### src/rtl/s2p_defs_pkg.sv
// Shared definitions for the serial-to-parallel receiver: collector states and default word length.
package s2p_defs;

    typedef enum logic {
        S_IDLE  = 1'b0,
        S_SHIFT = 1'b1
    } state_e;

    localparam int unsigned DEFAULT_WIDTH = 8;

endpackage

### src/rtl/s2p_bit_counter.sv
// Bits-received counter: synchronous clear beats enable, flags the last bit position of a word.
module s2p_bit_counter
    import s2p_defs::*;
#(
    parameter int unsigned WIDTH = DEFAULT_WIDTH,
    parameter int unsigned CW    = $clog2(WIDTH)
) (
    input  logic          clk_i,
    input  logic          clear_i,
    input  logic          en_i,
    output logic [CW-1:0] count_o,
    output logic          tc_c_o
);

    logic [CW-1:0] count_q;

    always_ff @(posedge clk_i) begin
        if (clear_i) begin
            count_q <= '0;
        end else if (en_i) begin
            count_q <= count_q + CW'(1);
        end
    end

    assign count_o = count_q;
    assign tc_c_o  = (count_q == CW'(WIDTH - 1));

endmodule

### src/rtl/serial_to_parallel.sv
// Serial-to-parallel word collector with per-word bit order and a one-entry valid/ack output slot.
module serial_to_parallel
    import s2p_defs::*;
#(
    parameter int unsigned WIDTH = DEFAULT_WIDTH,
    parameter int unsigned CW    = $clog2(WIDTH)
) (
    input  logic             clock,
    input  logic             reset_value,
    input  logic             sin,
    input  logic             sin_valid,
    input  logic             asright,
    input  logic             flush,
    input  logic             q_ack,
    output logic [WIDTH-1:0] q,
    output logic             q_valid,
    output logic             busy,
    output logic [CW-1:0]    bit_count,
    output logic             overrun
);

    state_e           state_q;
    logic             dir_q;
    logic [WIDTH-1:0] sr_q;
    logic [WIDTH-1:0] q_q;
    logic             q_valid_q;
    logic             overrun_q;

    logic             accept_c;
    logic             last_c;
    logic             complete_c;
    logic             dir_c;
    logic [WIDTH-1:0] base_c;
    logic [WIDTH-1:0] shifted_c;

    assign accept_c   = sin_valid & ~flush;
    assign complete_c = (state_q == S_SHIFT) & accept_c & last_c;

    // First bit of a word uses the live asright on an empty register; later bits use the latch.
    assign dir_c     = (state_q == S_IDLE) ? asright : dir_q;
    assign base_c    = (state_q == S_IDLE) ? '0 : sr_q;
    assign shifted_c = dir_c ? {sin, base_c[WIDTH-1:1]} : {base_c[WIDTH-2:0], sin};

    s2p_bit_counter #(
        .WIDTH (WIDTH),
        .CW    (CW)
    ) u_bit_counter (
        .clk_i   (clock),
        .clear_i (reset_value | flush | complete_c),
        .en_i    (accept_c),
        .count_o (bit_count),
        .tc_c_o  (last_c)
    );

    always_ff @(posedge clock) begin
        if (reset_value) begin
            state_q   <= S_IDLE;
            dir_q     <= 1'b0;
            sr_q      <= '0;
            q_q       <= '0;
            q_valid_q <= 1'b0;
            overrun_q <= 1'b0;
        end else begin
            case (state_q)
                S_IDLE: begin
                    if (accept_c) begin
                        state_q <= S_SHIFT;
                        dir_q   <= asright;
                        sr_q    <= shifted_c;
                    end
                end
                S_SHIFT: begin
                    if (flush || complete_c) begin
                        state_q <= S_IDLE;
                        sr_q    <= '0;
                    end else if (sin_valid) begin
                        sr_q <= shifted_c;
                    end
                end
                default: state_q <= S_IDLE;
            endcase

            // Single-entry slot: a same-cycle ack makes room, otherwise the new word is lost.
            if (complete_c) begin
                if (!q_valid_q || q_ack) begin
                    q_q       <= shifted_c;
                    q_valid_q <= 1'b1;
                end else begin
                    overrun_q <= 1'b1;
                end
            end else if (q_ack) begin
                q_valid_q <= 1'b0;
            end
        end
    end

    assign q         = q_q;
    assign q_valid   = q_valid_q;
    assign busy      = (state_q == S_SHIFT);
    assign overrun   = overrun_q;

endmodule
### config.mk
export PLATFORM = sky130hd
export DESIGN_NAME = serial_to_parallel
export DESIGN_NICKNAME = d
export VERILOG_FILES = /design/src/rtl/s2p_defs_pkg.sv /design/src/rtl/s2p_bit_counter.sv /design/src/rtl/serial_to_parallel.sv
export SDC_FILE = /design/constraint.sdc
export NUM_CORES = 1
export LEC_CHECK = 0
export ABC_AREA = 1
export BUFFER_PORTS_ARGS = -buffer_cell sky130_fd_sc_hd__buf_2
export CAP_MARGIN = 15
export CORE_AREA = 2 2 55 57
export DETAILED_ROUTE_END_ITERATION = 10
export DIE_AREA = 0 0 57 59
export SYNTH_ARGS = -nofsm -noshare
export SYNTH_HDL_FRONTEND = slang
export SYNTH_SLANG_ARGS = --single-unit
### constraint.sdc
create_clock -name clock -period 3 [get_ports clock]
set_clock_uncertainty 0.05 [all_clocks]
set_input_delay 0.45 -clock clock [delete_from_list [all_inputs] [get_ports clock]]
set_output_delay 0.45 -clock clock [all_outputs]
set_load 0.02 [all_outputs]
==> results.sh <==
export IMPL_fmax_ghz=0.572
export IMPL_dpl_cell_area_sq_mm=0.00116
export IMPL_count_of_flip_flops_with_a_built_in_enable_after_synthesis=0
export IMPL_critPathKind="reg -> out"
export IMPL_global_route_usage_total=0.144
export IMPL_synth_most_common_cell="sky130_fd_sc_hd__nand2_1"
export IMPL_core_region_area_sq_mm=0.00271
export IMPL_ys_ff_latch=23
export IMPL_post_synth_top_area_cell="sky130_fd_sc_hd__dfxtp_1"
export IMPL_clock_path_buffers=2
export IMPL_port_buffers=20
export IMPL_clock_tree_htree_level_count=1
export IMPL_setup_slack_ns=1.25
export IMPL_crit_arrival_ns=1.25
export IMPL_cts_tree="yes"
export IMPL_critical_path_reg2reg_endpoint="q[1]"
export IMPL_synth_top_cells_by_area="sky130_fd_sc_hd__dfxtp_1, sky130_fd_sc_hd__nand2_1, sky130_fd_sc_hd__a21oi_1"
export IMPL_power_leakage_nw=0.504
export IMPL_met3_usage=0.0262
export IMPL_die_height_um=59
export IMPL_crit_slowest_cell="sky130_fd_sc_hd__dfxtp_1"
export IMPL_sequentialPowerShare=0.644
export IMPL_residual_drc=0
export IMPL_syn_mean_instance_area_sq_um=7.47
export IMPL_hold_path_startpoint="asright"
export IMPL_busiest_layer="met2"
export IMPL_timing_critical_path_buf_inv=1
export IMPL_p_comb_frac=0.075
export IMPL_clock_insertion_delay_worst_skew_ns=0.30
export IMPL_hold_path_class="in -> reg"
export IMPL_routabilityCongestion=0.777
export IMPL_final_hold_viol_count=0
export IMPL_switchingPower_mw=0.120
export IMPL_layout_drive_gt1_share=0.244
export IMPL_detail_route_first_pass_iterations=4
export IMPL_synthDistinctLibCells=22
export IMPL_route_detailed_wl_per_inst_um=11.3
export IMPL_multi_input_area_sq_um=529
export IMPL_grt_max_degree=20
export IMPL_max_cap_violations=0
export IMPL_timing_critical_path_cells="buf_2"
export IMPL_placement_rows=19
export IMPL_setup_worst_path_end_class="output port"
export IMPL_power_internal_mw=0.369
export IMPL_cp_top_delay_family="flip-flops"
export IMPL_routed_via_density=4.96
export IMPL_grt_pass1_wl_um=3860
export IMPL_tightestPinTransition_ns=0.535
export IMPL_grt_use_met2=0.232
export IMPL_cts_root_buf="sky130_fd_sc_hd__clkbuf_4"
export IMPL_end_of_the_worst_hold_path="dir_q"
export IMPL_clock_sinks=23
export IMPL_grt_setup_unrepaired="no"
export IMPL_power_density_cell_area_mw_per_mm2=412
export IMPL_seq_area_frac_synth=0.440
export IMPL_syn2layout_area_growth_pct=13.5
export IMPL_startpoint_type="flip-flop"
export IMPL_nFillCells=288
export IMPL_synthesis_nets=149
export IMPL_antenna_left=0
export IMPL_dr_first_iter_drc_count=37
export IMPL_pwr_share_clk=0.281
export IMPL_number_of_antenna_violations_at_the_first_check_in_global_routing=0
export IMPL_timing_critical_path_slowest_cell_delay_ns=0.68
export IMPL_timing_critical_path_fanout_max=16
export IMPL_postSynthCellCount=140
export IMPL_worst_hold_path_num_cells=3
export IMPL_final_setup_viol_count=0
export IMPL_placedCellCount=187
export IMPL_non_filler_instances=191
export IMPL_quantity_of_gates_resized_following_cts=0
export IMPL_clock_slew_at_reported_path_ffs_ns=0.12
export IMPL_run_status="finished, final reports clean"
export IMPL_post_cts_hold_buffer_count=0
export IMPL_post_cts_setup_buffer_count=0
export IMPL_via_count=948
export IMPL_maxSlewViolCount=0
export IMPL_hpwlAfterDp_um=1660
export IMPL_yosysWarnings=0
export IMPL_cts_made_buffers=3
export IMPL_die_area_sq_mm=0.00336
export IMPL_routed_wirelength_um=2150
export IMPL_mappedNetlistArea_sq_mm=0.00105
export IMPL_post_route_cell_area_sq_mm=0.00119
export IMPL_power_switching_fraction=0.246
export IMPL_crit_reg2reg_launch="u_bit_counter.count_o[0]"
export IMPL_synth_top_cell_area_share=0.440
export IMPL_post_route_period_util=0.583
export IMPL_reg2reg_setup_slack_ns=1.47
export IMPL_r2r_worst_path_cells=8
export IMPL_peakVddDrop_uv=254
export IMPL_top_ports=21
export IMPL_p_total_mw=0.489
export IMPL_setup_tns_final_ns=0
export IMPL_ys_dominant_reg_cell="sky130_fd_sc_hd__dfxtp_1"
export IMPL_grt_pass1_vias=857
export IMPL_num_nets_final=170
export IMPL_die_width_um=57
export IMPL_grt_overflow_total=0
export IMPL_synth_async_reset_ratio=0
export IMPL_ys_top_cells_by_count="sky130_fd_sc_hd__nand2_1, sky130_fd_sc_hd__dfxtp_1, sky130_fd_sc_hd__a21oi_1, sky130_fd_sc_hd__nand3_1, sky130_fd_sc_hd__nor2_1"
export IMPL_floorplan_initialDensity=0.386
export IMPL_antenna_cells_inserted=0
export IMPL_dp_slack_ns=1.49
export IMPL_met1_usage=0.196
export IMPL_cp_data_required_time_ns=2.50
export IMPL_regArea_sq_um=460
export IMPL_final_min_clock_period_ns=1.75
export IMPL_slew_headroom=0.643
layout by cell type, fill, tap and decap left out, types with 3 or more instances in the layout:
master                      n
sky130_fd_sc_hd__nor2_1     7
sky130_fd_sc_hd__clkbuf_4   3
sky130_fd_sc_hd__inv_2      3
sky130_fd_sc_hd__o21ai_1    4
sky130_fd_sc_hd__inv_1      4
sky130_fd_sc_hd__nand3_1   11
sky130_fd_sc_hd__nand2_2    3
sky130_fd_sc_hd__nand2_1   47
sky130_fd_sc_hd__dfxtp_1   23
sky130_fd_sc_hd__a21oi_1   21
sky130_fd_sc_hd__buf_2     20
sequential cells by signal, summed over array words and instances (netlist names):
signal,flops
busy,1
dir_q,1
overrun,1
q,8
q_valid,1
sr_q,8
u_bit_counter.count_o,3
worst reg2reg max path, delay by kind of cell, from the launching register on:
family / cells / cell delay [ns]
and+or+nand+nor: 4 / 0.41
AOI/OAI and AO/OA: 1 / 0.12
buffers and inverters: 1 / 0.10
DFF: 1 / 0.39
adders and majority gates: 2 / 0.41
metal layers:
layer,share of wire,vias to the layer above
met5,0,-
met4,0.0079,0
met3,0.030,2
met2,0.48,12
met1,0.48,439
li1,-,495
worst max path at each step:
stage | end | slack (ns) | startpoint | cells past startpoint
finish | busy | 1.25 | busy | 1
global route | busy | 1.14 | busy | 1
CTS | busy | 1.24 | busy | 1
detailed placement | q[7] | 1.49 | u_bit_counter.count_o[0] | 7
global placement | q[7] | 1.50 | u_bit_counter.count_o[0] | 7
floorplan | q[0] | 1.50 | u_bit_counter.count_o[0] | 7
power by group through the flow:
stage	Sequential [mW]	Clock (mW)	Combinational, mW
6_report	0.315	0.138	0.0367
3_3_place_gp	0.321	0	0.0365
2_1_floorplan	0.320	0	0.0282
5_1_grt	0.316	0.164	0.0406
4_1_cts	0.315	0.144	0.0368
3_5_place_dp	0.322	0	0.0366
kinds of logic (layout without fill, tap and decap cells):
family,after synthesis,count (layout),share of synthesized area
XOR/XNOR,1,1,0.00837
adder cells (fa/ha/maj),2,2,0.0239
AO/OA/AOI/OAI,28,28,0.141
flip-flops,23,23,0.440
AND/OR/NAND/NOR,74,74,0.333
buffers and inverters,12,32,0.0538
layout make-up:
type / instances / share of cell area
multi-input combinational: 105 / 0.446
clock buffer: 3 / 0.0190
tap: 31 / 0.0327
clock inverter: 1 / 0.00421
sequential: 23 / 0.388
inverter: 8 / 0.0263
timing repair buffer: 20 / 0.0843
metrics by stage:
stage,util,hold slack [ns]
after floorplan,-,0.395
after CTS,0.438,0.377
final,0.438,0.382
after detailed placement,0.428,0.402
after global routing,0.438,0.388
after global placement,0.428,0.401
Power figures use the tool's default switching activity.
